<file path="config.mk">
export PLATFORM = sky130hd
export DESIGN_NAME = fill_class_stage
export DESIGN_NICKNAME = d
export VERILOG_FILES = /design/src/rtl/fill_class_pkg.sv /design/src/rtl/fill_classifier.sv /design/src/rtl/fill_class_stage.sv
export SDC_FILE = /design/constraint.sdc
export NUM_CORES = 1
export LEC_CHECK = 0
export ABC_AREA = 1
export CORE_UTILIZATION = 25
export CTS_CLUSTER_DIAMETER = 30
export DETAILED_ROUTE_END_ITERATION = 6
export PLACE_DENSITY_LB_ADDON = 0.12
export REMOVE_ABC_BUFFERS = 1
export SETUP_SLACK_MARGIN = 0.5
export SLEW_MARGIN = 20
export SYNTH_ARGS = -nofsm -noshare
export SYNTH_HDL_FRONTEND = slang
export SYNTH_SLANG_ARGS = --single-unit
</file>
<file path="constraint.sdc">
create_clock -name clk -period 10.9 [get_ports clk]
set_input_delay 1.09 -clock clk [delete_from_list [all_inputs] [get_ports clk]]
set_output_delay 1.09 -clock clk [all_outputs]
set_load 0.03 [all_outputs]
</file>
<file path="src/rtl/fill_class_pkg.sv">
// Shared types for the fill-classification stream stage: the fill class enum and class count.
package fill_class_pkg;

  typedef enum logic [2:0] {
    FC_ZERO  = 3'd0,
    FC_ONE   = 3'd1,
    FC_X     = 3'd2,
    FC_Z     = 3'd3,
    FC_MIXED = 3'd4
  } fill_class_e;

  localparam int FC_NUM = 5;

endpackage

</file>
<file path="src/rtl/fill_classifier.sv">
// Combinational fill detector: labels a word as an all-0/all-1/all-x/all-z fill or mixed.
// FILL_CLASS_XZ_EN enables the all-x / all-z classes; without it those words are FC_MIXED.
module fill_classifier
  import fill_class_pkg::*;
#(
  parameter int WIDTH = 64
) (
  input  logic [WIDTH-1:0] data_i,
  output fill_class_e      class_o
);

  // Case-equality so that x and z bits are matched literally rather than propagated.
  always_comb begin
    class_o = FC_MIXED;
    if (data_i === '0) begin
      class_o = FC_ZERO;
    end else if (data_i === '1) begin
      class_o = FC_ONE;
`ifdef FILL_CLASS_XZ_EN
    end else if (data_i === 'x) begin
      class_o = FC_X;
    end else if (data_i === 'z) begin
      class_o = FC_Z;
`endif
    end
  end

endmodule

</file>
<file path="src/rtl/fill_class_stage.sv">
// Registered valid/ready stage with one skid entry that forwards each word with its fill class
// and keeps saturating per-class counters. FILL_CLASS_XZ_EN enables the x/z classes and counters.
module fill_class_stage
  import fill_class_pkg::*;
#(
  parameter int WIDTH = 64,
  parameter int CNT_W = 16
) (
  input  logic             clk,
  input  logic             rst_n,
  input  logic             clr,
  input  logic             in_valid,
  output logic             in_ready,
  input  logic [WIDTH-1:0] in_data,
  output logic             out_valid,
  input  logic             out_ready,
  output logic [WIDTH-1:0] out_data,
  output fill_class_e      out_class,
  output logic [CNT_W-1:0] cnt_zero,
  output logic [CNT_W-1:0] cnt_one,
  output logic [CNT_W-1:0] cnt_x,
  output logic [CNT_W-1:0] cnt_z,
  output logic [CNT_W-1:0] cnt_mixed
);

  function automatic logic [CNT_W-1:0] sat_inc(input logic [CNT_W-1:0] v);
    return (&v) ? v : v + 1'b1;
  endfunction

  fill_class_e in_class;

  logic             out_valid_q, out_valid_d;
  logic [WIDTH-1:0] out_data_q,  out_data_d;
  fill_class_e      out_class_q, out_class_d;
  logic             skid_valid_q, skid_valid_d;
  logic [WIDTH-1:0] skid_data_q,  skid_data_d;
  fill_class_e      skid_class_q, skid_class_d;
  logic             in_ready_q;
  logic [CNT_W-1:0] cnt_q [FC_NUM];
  logic [CNT_W-1:0] cnt_d [FC_NUM];

  logic accept;
  logic out_fire;
  logic out_free;

  fill_classifier #(.WIDTH(WIDTH)) u_classifier (
    .data_i  (in_data),
    .class_o (in_class)
  );

  assign accept   = in_valid & in_ready_q;
  assign out_fire = out_valid_q & out_ready;
  assign out_free = ~out_valid_q | out_ready;

  // Input side -> output register / skid entry
  always_comb begin
    out_valid_d  = out_valid_q;
    out_data_d   = out_data_q;
    out_class_d  = out_class_q;
    skid_valid_d = skid_valid_q;
    skid_data_d  = skid_data_q;
    skid_class_d = skid_class_q;
    if (skid_valid_q) begin
      // in_ready is low whenever the skid holds a word, so only a drain can happen here.
      if (out_fire) begin
        out_data_d   = skid_data_q;
        out_class_d  = skid_class_q;
        skid_valid_d = 1'b0;
      end
    end else if (accept) begin
      if (out_free) begin
        out_valid_d = 1'b1;
        out_data_d  = in_data;
        out_class_d = in_class;
      end else begin
        skid_valid_d = 1'b1;
        skid_data_d  = in_data;
        skid_class_d = in_class;
      end
    end else if (out_fire) begin
      out_valid_d = 1'b0;
    end
  end

  always_comb begin
    for (int c = 0; c < FC_NUM; c++) begin
      cnt_d[c] = cnt_q[c];
      if (clr) begin
        cnt_d[c] = '0;
      end else if (accept && (in_class == fill_class_e'(c))) begin
        cnt_d[c] = sat_inc(cnt_q[c]);
      end
    end
`ifndef FILL_CLASS_XZ_EN
    cnt_d[FC_X] = '0;
    cnt_d[FC_Z] = '0;
`endif
  end

  // Output register, control and counters
  always_ff @(posedge clk or negedge rst_n) begin
    if (!rst_n) begin
      out_valid_q  <= 1'b0;
      out_data_q   <= '0;
      out_class_q  <= FC_ZERO;
      skid_valid_q <= 1'b0;
      in_ready_q   <= 1'b0;
      for (int c = 0; c < FC_NUM; c++) begin
        cnt_q[c] <= '0;
      end
    end else begin
      out_valid_q  <= out_valid_d;
      out_data_q   <= out_data_d;
      out_class_q  <= out_class_d;
      skid_valid_q <= skid_valid_d;
      in_ready_q   <= ~skid_valid_d;
      for (int c = 0; c < FC_NUM; c++) begin
        cnt_q[c] <= cnt_d[c];
      end
    end
  end

  // Skid payload is qualified by skid_valid_q, so it needs no reset.
  always_ff @(posedge clk) begin
    skid_data_q  <= skid_data_d;
    skid_class_q <= skid_class_d;
  end

  assign in_ready  = in_ready_q;
  assign out_valid = out_valid_q;
  assign out_data  = out_data_q;
  assign out_class = out_class_q;
  assign cnt_zero  = cnt_q[FC_ZERO];
  assign cnt_one   = cnt_q[FC_ONE];
  assign cnt_x     = cnt_q[FC_X];
  assign cnt_z     = cnt_q[FC_Z];
  assign cnt_mixed = cnt_q[FC_MIXED];

endmodule

</file>
==> results of run 1 <==
routing by layer:
layer,share of wire,wire [um]
met1,0.49,13100
met2,0.46,12200
met3,0.031,826
met4,0.015,397
met5,0,0
worst max-delay path by stage:
stage	start	to	slack, ns	cells past startpoint
final	in_valid	out_data[45]	7.38	8
after global routing	in_valid	out_data[26]	6.99	8
after CTS	in_valid	out_data[7]	7.35	8
after detailed placement	in_valid	out_data[16]	6.87	7
after global placement	in_valid	out_data[59]	6.93	7
after floorplan	in_valid	skid_class_q[0]	4.58	2
logic make-up after synthesis:
kind of cell / after synthesis
adders and majority gates: 3
xor gates and xnor gates: 36
buffers and inverters: 136
AOI/OAI and AO/OA: 68
other: 1
DFF: 183
and+or+nand+nor: 646
through the flow:
stage               power, uW   util  std cells  hold WS, ns
finish                   2500  0.332       1710        0.493
global route             2640  0.332       1710        0.534
detailed placement       1890  0.316       1678        0.486
floorplan                1480      -       1025        0.515
global placement         1890  0.316       1678        0.471
CTS                      2540  0.332       1710        0.504
power groups by stage:
stage,Sequential [uW],Clock [uW],Combinational (uW)
final,959,640,901
after global routing,980,688,975
after CTS,964,662,916
after detailed placement,976,0,916
after global placement,978,0,907
after floorplan,1220,0,261
worst max-delay path, cell delays in order:
cell,delay (ns)
sky130_fd_sc_hd__clkdlybuf4s50_1,0.46
sky130_fd_sc_hd__nand2_1,0.12
sky130_fd_sc_hd__inv_1,0.19
sky130_fd_sc_hd__nor2_1,0.11
sky130_fd_sc_hd__nor2_4,0.78
sky130_fd_sc_hd__buf_4,0.83
sky130_fd_sc_hd__nor2_1,0.10
sky130_fd_sc_hd__a31oi_1,0.16
cell type report:
cell class | count | area (um^2)
Multi-Input combinational cell | 786 | 3710
Inverter | 56 | 210
Tap cell | 461 | 577
Clock inverter | 14 | 158
Fill cell | 3742 | 23900
Timing Repair Buffer | 192 | 1900
Sequential cell | 183 | 4910
Clock buffer | 18 | 439
flip-flops by register name, summed over array words and instances, names as in the netlist:
name,count
cnt_mixed,16
cnt_one,16
cnt_zero,16
in_ready,1
out_class,2
out_data,64
out_valid,1
skid_class_q,2
skid_data_q,64
skid_valid_q,1
synth_stat cells (12+ instances only):
library cell,count,area (um^2)
sky130_fd_sc_hd__buf_2,19,95.1
sky130_fd_sc_hd__inv_1,52,195
sky130_fd_sc_hd__nor2_1,188,706
sky130_fd_sc_hd__nand2_1,308,1160
sky130_fd_sc_hd__nand4_1,32,200
sky130_fd_sc_hd__nand3_1,74,370
sky130_fd_sc_hd__edfxtp_1,66,1980
sky130_fd_sc_hd__xor2_1,30,263
sky130_fd_sc_hd__dfrtp_1,117,2930
sky130_fd_sc_hd__buf_4,38,285
sky130_fd_sc_hd__nand3_2,12,120
sky130_fd_sc_hd__clkbuf_1,21,78.8
sky130_fd_sc_hd__a31oi_1,64,400
==> results.md, run 1 <==
Run status:
- The flow ran to the end, and the final reports show no timing, DRC or antenna violations.

Floorplan:
- The area of the die is 37500 um^2.
- The y dimension of the die is 194 um.
- The floorplan row count is 69.
- The placeable core area is 35800 um^2.
- For this configuration, the core starts out at a cell density of 0.256.
- 218 I/O pins were placed.
- The die boundary width is 194 um.

Global routing:
- The overall overflow remaining after global route is 0.
- The met2 track demand over resource is 0.230.
- In the global route stage, met1 resource usage came out at 0.201.
- The pin count of the biggest net entering global routing is 90.
- The initial antenna violation count is 0.
- In this run the most used layer during global routing was met2.
- For this run, global-route usage on met3 was measured as 0.0266.
- The total track usage is 0.146.
- The first global-routing pass estimated 42.5 mm of wire.
- The via count of the first global-routing pass is 7333.

Min path:
- Along the worst hold path, the cell count comes to 2.
- In this run the most critical hold path is launched from out_class[2].
- For hold timing, the worst endpoint is out_class[2].
- In this run the worst hold path is classified as reg -> reg.

Power and ir drop:
- The switching share of power is 0.388.
- Of the total power, combinational logic draws 0.360.
- The internal power is 1530 uW.
- The part of the power in the clock network is 0.256.
- In this run the static leakage power is 0.00497 uW.
- The analysis attributes to net switching a power of 969 uW.
- The proportion of power drawn by flip-flops and latches is 0.384.
- The worst vdd rail ir drop is 0.109 mV.
- For this design the ratio of total power to cell area is 210 nW/um^2.

STA:
- The final sum of negative setup slack is 0 ns.
- At the pin with the least slew margin, the transition time is 0.990 ns.
- Setup violations remaining at the end of the flow were counted as 0.
- The post-route minimum period is 3.52 ns.
- Static timing analysis puts the maximum clock frequency at 284 MHz.
- The final critical-path setup slack is 7.38 ns.
- Setup repair after global routing left no endpoint under its margin.
- The worst max-slew margin expressed relative to the limit is 0.340.
- The total count of hold-check failures in the final report is 0.
- The final critical-path share of the clock period is 0.323.
- The final count of pins violating max slew is 0.
- Between clock sinks in the finished design, the worst skew comes to 0.0103 ns.

Routing:
- The initial detailed-routing violation count is 346.
- Wires add up to 26.6 mm.
- The total via count after detailed routing is 7437.
- The first-pass detailed-route iteration total is 5.
- The average wire per standard cell is 15.5 um.
- In the routed layout, each cell is associated on average with a via count of 4.35.
- The detailed-route DRC error count is 0.
- In this run the remaining antenna-violating nets after routing total 0.

Cells and area:
- In the layout the commonest cells are 308 x sky130_fd_sc_hd__nand2_1, 187 x sky130_fd_sc_hd__nor2_1, 183 x sky130_fd_sc_hd__clkdlybuf4s50_1.
- The final standard cell area without fillers is 11900 um^2.
- Of the cells placed in the final design, the portion with a size suffix greater than 1 is 0.0649.
- Relative to the synthesized area, the layout overhead comes to 29.7%.
- The most common cell after layout, fill and taps aside is sky130_fd_sc_hd__nand2_1.
- The number of antenna diodes in the final layout is 0.
- The net count of the finished layout is 1308.

Clock tree:
- The number of hold buffers added after CTS is 0.
- The root buffer cell is sky130_fd_sc_hd__clkbuf_16.
- The CTS clock-pin slew for the worst setup and hold paths is 0.07 ns.
- The TritonCTS buffer count is 17.
- The number of sinks on the clock net is 183.
- Buffers added to address setup during post-CTS repair amount to 0.
- The clock passes through at most 2 buffers.
- The clock tree from TritonCTS is done.
- The post-cts repair resize count is 0.
- The H-tree was split into 4 levels.
- The later pin in the worst-skew pair is clocked with a latency of 0.45 ns.

Synthesis:
- Synthesis inferred 183 register bits.
- By area, the combinational part of the netlist is dominated by simple AND/OR/NAND/NOR gates.
- The synthesized instance count is 1073.
- The post-synthesis simple-gate area fraction is 0.305.
- Of the total synthesized cell area, the portion taken by full adders, half adders and majority gates is 0.00409.
- The mean area per synthesized cell is 8.56 um^2.
- The share of synthesized registers carrying an async set or reset is 0.639.
- The sequential area share after synthesis is 0.534.
- Of the total synthesized cell area, the portion taken by XOR and XNOR cells is 0.0343.
- The fraction of synthesized area in multiplexers is 0.
- The number of flops mapped to enable cells by yosys is 66.
- The count of cell types in the netlist is 31.
- The synthesized-area fraction occupied by ao, oa, aoi and oai cells is 0.0460.
- The total number of yosys warnings is 0.
- The top flip-flop cell by instance count after synthesis is sky130_fd_sc_hd__dfrtp_1.
- The cell area after synthesis is 9190 um^2.

Placement:
- In this run the cell area measured after placement is 11300 um^2.
- The congestion estimate from routability-driven global placement came to 0.781.
- The placement-stage worst setup slack is 6.87 ns.
- The total of buffers placed on input and output ports is 184.
- Detailed placement finished with a half-perimeter wire length of 17.9 mm.

Worst setup path:
- The setup slack of the worst register-to-register path is 7.95 ns.
- The element type at the critical path end is a flip-flop.
- The startpoint kind of the worst setup timing path is an input pin.
- In this run the critical register-to-register path is launched from skid_valid_q.
- The critical path class is in -> reg.
- At the worst endpoint, the required time is 11.27 ns.
- In this run the critical register-to-register path is captured at out_data[45].
- At the worst endpoint, the arrival time is 3.89 ns.
- The number of cells on the worst reg-to-reg path is 6.
- The critical-path maximum fanout is 89.

Run:
- Max-cap violations in this run came to 0.
No activity file was read; power rests on OpenSTA's default activity.
==> inputs of run 2 (changes only) <==
==> constraint.sdc (replaced) <==
create_clock -name clk -period 3.4 [get_ports clk]
set_input_delay 0.34 -clock clk [delete_from_list [all_inputs] [get_ports clk]]
set_output_delay 0.34 -clock clk [all_outputs]
set_load 0.03 [all_outputs]
==> results.md, run 2 (same netlist as run 1, synthesis figures left out) <==
Routing:
- The detailed router finished its first iteration with 358 violations.
- The routed layout has 7600 vias.
- For this run, design rule violations remaining after detail routing come to 0.
- The average wire per standard cell is 15.8 um.
- Summed over all layers, the routed wires come to 27.0 mm.
- The post-route antenna net violation count is 0.
- After detailed routing, the number of vias per cell comes to 4.43.
- The first detailed-routing pass took 4 iterations.

Floorplan:
- The y dimension of the die is 194 um.
- The starting density of the core is 0.256.
- The die boundary width is 194 um.
- The floorplan step defined a die boundary enclosing 37500 um^2.
- In this run the core area contains 69 standard-cell rows.
- The total area inside the core boundary comes to 35800 um^2.
- For this design the top-level I/O count stands at 218.

Worst setup path:
- Broken down by cell family, the worst path's largest delay share belongs to buffers and inverters.
- Data on the critical path is required at its endpoint by 3.78 ns.
- In this run the critical register-to-register path is captured at out_class[2].
- In this run the number of cells on the critical path is 8.
- By startpoint and endpoint, the worst setup path is classified as reg -> reg.
- The critical path ends at out_class[2].
- The worst setup path startpoint is skid_valid_q.
- Counting both buffers and inverters, the worst setup path holds a total of 3.
- On the critical path, the stage with the largest delay is an instance of sky130_fd_sc_hd__buf_4.
- The signal arrival time at the worst endpoint is 2.69 ns.
- Of all nets on the critical path, the largest fanout is 61.
- The setup slack of the worst register-to-register path is 1.09 ns.
- For the worst flop-to-flop path, the logic depth is 8.
- The critical path goes through buf_4 -> nor2_1 -> nor2_4 -> buf_4 -> inv_1 -> nor2_1 -> nand2_1 -> nand2_1.
- The element type at the critical path end is a flip-flop.
- The startpoint kind of the worst setup timing path is a flip-flop.
- The delay contributed by the slowest stage of the critical path is 0.65 ns.
- The reg-to-reg critical path startpoint is skid_valid_q.

Power and ir drop:
- The worst vdd rail ir drop is 0.349 mV.
- The share of total power dissipated in the clock network is 0.240.
- The logic gate share of total power is 0.371.
- Summed over all cells, the static leakage comes to 0.00498 uW.
- The internal power is 4830 uW.
- The proportion of power drawn by flip-flops and latches is 0.389.
- For this design the ratio of total power to cell area is 663 nW/um^2.
- Summed over all nets, the switching power comes to 3080 uW.
- The switching share of power is 0.389.

STA:
- Setup repair after global routing left no endpoint under its margin.
- The worst max-slew margin expressed relative to the limit is 0.380.
- The final setup skew is 0.0109 ns.
- The highest clock rate is 434 MHz.
- Of the available clock period, the critical path in the final layout requires 0.678.
- Summed over all failing endpoints, the final setup total negative slack is 0 ns.
- The worst path meets setup with 1.09 ns of slack.
- After layout, the minimum clock period comes to 2.31 ns.
- The setup-violating endpoint count in the final report is 0.
- The tightest hold path in the finished design has a slack of 0.414 ns.
- At the pin with the least slew margin, the transition time is 0.928 ns.
- The final count of pins violating max slew is 0.
- The total count of hold-check failures in the final report was 0.

Clock tree:
- The number of sinks on the clock net is 183.
- The number of buffers on the longest clock path is 2.
- The H-tree was split into 4 levels.
- After clock tree synthesis, the clock-pin slew on the worst setup and hold paths is 0.07 ns.
- Clock latency on the worst-skew pair, taken at its later pin, is 0.45 ns.
- The number of clock buffers added by TritonCTS is 17.
- The tree is rooted in a sky130_fd_sc_hd__clkbuf_16.
- After clock tree synthesis, the repair step resized 0 gates.
- The clock tree from TritonCTS is done.

Cells and area:
- Once layout is done, the placed cells without fillers occupy 11900 um^2.
- For this run, the post-layout net count is 1312.
- The final core utilization is 0.333.
- Leaving out fill and tap cells, the most frequent cell in the layout is sky130_fd_sc_hd__nand2_1.
- Of the cells placed in the final design, the portion with a size suffix greater than 1 is 0.0654.
- The signed area change from the synthesized netlist to the final layout is 29.8%.
- In the layout the commonest cells are 308 x sky130_fd_sc_hd__nand2_1, 187 x sky130_fd_sc_hd__nor2_1, 183 x sky130_fd_sc_hd__clkdlybuf4s50_1.
- The number of antenna diodes in the final layout is 0.

Global routing:
- The via count of the first global-routing pass is 7389.
- The overall overflow remaining after global route is 0.
- The pin count of the biggest net entering global routing is 75.
- The first global-routing pass estimated 43.1 mm of wire.
- The initial antenna violation count was 0.
- The total track usage is 0.148.

Placement:
- At the end of routability-driven placement, the weighted congestion stood at 0.777.
- The placed wire-length estimate after detailed placement is 18.3 mm.
- Summing all placed instances gives a cell area of 11400 um^2.
- The placement-stage worst setup slack is 0.691 ns.
- The total of buffers placed on input and output ports is 184.

Min path:
- The path class of the tightest hold or removal check is in -> async.

Run status:
- The flow ran to the end, and the final reports show no timing, DRC or antenna violations.

Run:
- Max-cap violations in this run came to 0.
==> run 2: cell types whose count changed in the layout (fill, tap and decap cells not counted), sizes merged <==
cell         delta
clkbuf          +1
buf             +3
bufinv          -1
clkinvlp        -1
clkinv          +5
inv             -4
dlygate4sd3     +1
==> run 2: layout make-up <==
type / count / area, um^2
sequential: 183 / 4910
clock inverter: 13 / 98.8
inverter: 56 / 210
fill: 3787 / 23900
tap: 461 / 577
timing repair buffer: 196 / 1970
clock buffer: 19 / 443
multi-input combinational: 786 / 3710
==> run 2: stage by stage <==
step | power (uW) | cells
after floorplan | 4750 | 1025
after global placement | 6100 | 1681
after detailed placement | 6110 | 1681
after CTS | 8060 | 1714
after global routing | 8370 | 1714
final | 7910 | 1714
==> run 2: repair_timing <==
item,in CTS,in global routing
hold buffers,1,0
setup buffers,0,0
hold endpoints to repair,51,0
==> run 2: layer usage <==
layer,wire (um),vias to the layer above,GRT usage,part of all wire
met3,1120,16,0.0306,0.042
met2,12600,177,0.237,0.47
met4,363,0,0.0441,0.013
met1,13000,3597,0.202,0.48
met5,0,-,0,0
li1,-,3810,-,-
==> run 2: worst min path at each step <==
stage | to | depth (start not counted) | from
final | out_data[59] | 2 | rst_n
after global routing | out_data[59] | 2 | rst_n
after CTS | out_data[59] | 2 | rst_n
after detailed placement | out_data[59] | 1 | rst_n
after global placement | out_data[59] | 1 | rst_n
after floorplan | cnt_mixed[0] | 0 | rst_n
==> run 2: power groups by stage <==
stage               Clock, uW  Sequential, uW  Combinational [uW]
global placement            0            3120                2980
finish                   1900            3070                2940
CTS                      1970            3090                3000
floorplan                   0            3910                 835
detailed placement          0            3120                2990
global route             2060            3140                3170
==> inputs of run 3 (changes only) <==
==> constraint.sdc (replaced) <==
create_clock -name clk -period 1.8 [get_ports clk]
set_input_delay 0.18 -clock clk [delete_from_list [all_inputs] [get_ports clk]]
set_output_delay 0.18 -clock clk [all_outputs]
set_load 0.03 [all_outputs]
==> results.md, run 3 (same netlist as run 1, synthesis figures left out) <==
Routing:
- The via density per instance is 4.47.
- The final wirelength is 31.7 mm.
- The total via count after detailed routing is 8530.
- The average wire per standard cell is 16.6 um.
- The sum of met3 wire segment lengths after detailed routing is 981 um.
- Routed signal wires occupy layers up through met4.
- For this run, the detailed router's first-pass iteration total came to 5.
- In this run, the number of DRC markers left after iteration 0 of detailed routing was 371.
- The detailed router put a total of 15.2 mm of wire on met1.
- In this run the remaining antenna-violating nets after routing total 0.
- For this run, design rule violations remaining after detail routing come to 0.
- Summed over all nets, wire length on met2 after detailed routing comes to 15.2 mm.

Run status:
- The run finished with clean final reports.

STA:
- The final count of pins violating max slew was 0.
- The final critical-path share of the clock period is 0.885.
- The total count of hold-check failures in the final report was 0.
- The final critical-path setup slack is 0.206 ns.
- The highest clock rate is 628 MHz.
- The final-layout worst hold slack is 0.00898 ns.
- Setup violations remaining at the end of the flow were counted as 0.
- The final setup skew is 0.0145 ns.
- Counting I/O delays and the setup requirement, the final critical path takes 1.59 ns.
- Setup repair after global routing could not meet its margin everywhere.
- After routing, the total negative slack on setup checks comes to 0 ns.

Global routing:
- The first global-routing pass estimated 45.3 mm of wire.
- The pin count of the biggest net entering global routing is 59.
- The initial antenna violation count was 0.
- The overall overflow remaining after global route is 0.
- The total track usage is 0.154.
- The via count of the first global-routing pass came to 8005.

Worst setup path:
- For the worst setup path, the data required time is 2.14 ns.
- The critical-path maximum fanout is 8.
- The startpoint kind of the worst setup timing path is a flip-flop.
- In this run the worst setup path terminates at cnt_zero[8].
- The number of cells on the worst reg-to-reg path is 10.
- The reg-to-reg endpoint is cnt_zero[8].
- The setup slack of the worst register-to-register path is 0.21 ns.
- The reg-to-reg critical path startpoint is cnt_zero[0].
- For the worst setup path, the data arrival time is 1.93 ns.
- The critical path class is reg -> reg.
- STA classifies the critical path endpoint as a flip-flop.
- Tracing the worst setup path back leads to its startpoint at cnt_zero[0].

Clock tree:
- The number of buffers on the longest clock path is 2.
- The clock tree from TritonCTS is done.
- CTS placed an instance of sky130_fd_sc_hd__clkbuf_16 at the clock tree root.
- Clock-pin slew was measured on the worst setup and hold paths at 0.08 ns.
- The number of sinks on the clock net is 183.
- The count of H-tree levels built during CTS is 4.
- The TritonCTS buffer count is 17.
- At the later pin of the worst-skew pair, clock insertion delay measures 0.45 ns.

Placement:
- The placed wire-length estimate after detailed placement is 19.7 mm.
- The total of buffers placed on input and output ports is 184.
- The final weighted congestion in routability-driven placement is 0.793.
- The placement-stage worst setup slack is -0.447 ns.

Min path:
- The type of the tightest min-delay check is in -> reg.

Floorplan:
- The y dimension of the die is 194 um.
- The die covers 37500 um^2.
- The initial utilization of the core area, before any placement, comes to 0.256.
- The floorplan row count is 69.
- The die boundary width is 194 um.
- In this run the count of I/O pins placed on the die edge is 218.
- The placeable core area is 35800 um^2.

Power and ir drop:
- Dividing total power by cell area gives a power density of 1130 nW/um^2.
- Total power for the finished layout comes to 16600 uW.
- The leakage power summed over all cells is 0.00689 uW.
- The worst vdd rail ir drop is 0.699 mV.

Cells and area:
- Leaving out fill and tap cells, the most frequent cells in the layout are 282 x sky130_fd_sc_hd__nand2_1, 135 x sky130_fd_sc_hd__buf_4, 118 x sky130_fd_sc_hd__nor2_1.
- The number of inserted diodes is 0.
- Measured on the finished design, the core utilization comes to 0.410.
- The total number of nets in the final design is 1505.
- Of the cells placed in the final design, the portion with a size suffix greater than 1 is 0.385.
- The signed area change from the synthesized netlist to the final layout is 59.9%.
- Leaving out fill and tap cells, the most frequent cell in the layout is sky130_fd_sc_hd__nand2_1.

Run:
- The number of max-capacitance violations reported is 0.
run 3: changes by cell type in the layout (fill, tap and decap cells not counted), sizes merged:
cell / before / now
buf: 12 / 288
clkdlybuf4s50: 183 / 3
dlymetal6s2s: 0 / 59
clkbuf: 19 / 50
clkinv: 9 / 2
inv: 59 / 65
dlygate4sd2: 0 / 5
nand2: 311 / 313
bufinv: 0 / 1
run 3: metal layers:
layer | vias up | GRT usage
met4 | 0 | 0.0456
met3 | 19 | 0.0252
li1 | 4217 | -
met2 | 174 | 0.247
met1 | 4120 | 0.214
met5 | - | 0
run 3: how the worst min path moves through the flow:
stage / start / to / slack (ns) / cells past startpoint
3_5_place_dp: rst_n / out_data[59] / 0.11 / 1
5_1_grt: in_data[22] / skid_data_q[22] / 0.01 / 1
3_3_place_gp: rst_n / out_data[59] / 0.11 / 1
4_1_cts: in_data[21] / skid_data_q[21] / 0.11 / 1
2_1_floorplan: rst_n / cnt_mixed[0] / -0.12 / 0
6_report: in_data[52] / skid_data_q[52] / 0.009 / 1
run 3: area by class of cell:
| class | count | area, um^2 |
|---|---|---|
| clock inverters | 13 | 136 |
| fillers | 3599 | 21100 |
| multi-input cells | 788 | 4430 |
| flip-flops and latches | 183 | 4940 |
| inverters | 56 | 220 |
| clock buffers | 19 | 433 |
| well taps | 461 | 577 |
| repair buffers | 387 | 3950 |
run 3: power breakdown:
part | total, uW | internal [uW] | switching (uW)
Clock | 3840 | 1970 | 1880
Sequential | 5890 | 5250 | 637
Combinational | 6870 | 2690 | 4180
run 3: timing repair:
action	4_1_cts	5_1_grt
endpoints found under the setup margin	298	227
hold buffers	1	0
endpoints found under the hold margin	90	0
setup buffers	19	39
resized for setup	685	266
pin swaps	24	57
gates cloned	2	23
run 3: worst max-delay path: stages, from the launching register on:
cell and delay [ns]:
sky130_fd_sc_hd__dfrtp_1 0.40, sky130_fd_sc_hd__ha_2 0.20, sky130_fd_sc_hd__nand2_2 0.08, sky130_fd_sc_hd__inv_2 0.04, sky130_fd_sc_hd__nand2_2 0.07, sky130_fd_sc_hd__inv_2 0.04, sky130_fd_sc_hd__nand4_1 0.15, sky130_fd_sc_hd__nand4_4 0.17
sky130_fd_sc_hd__clkbuf_16 0.21, sky130_fd_sc_hd__nand3_2 0.06, sky130_fd_sc_hd__nand2_1 0.04
run 3: per-stage QoR:
| step | std cells | cell area [um^2] |
|---|---|---|
| after floorplan | 1025 | 8820 |
| after global placement | 1791 | 12400 |
| after detailed placement | 1791 | 12400 |
| after CTS | 1845 | 13000 |
| after global routing | 1907 | 14700 |
| final | 1907 | 14700 |
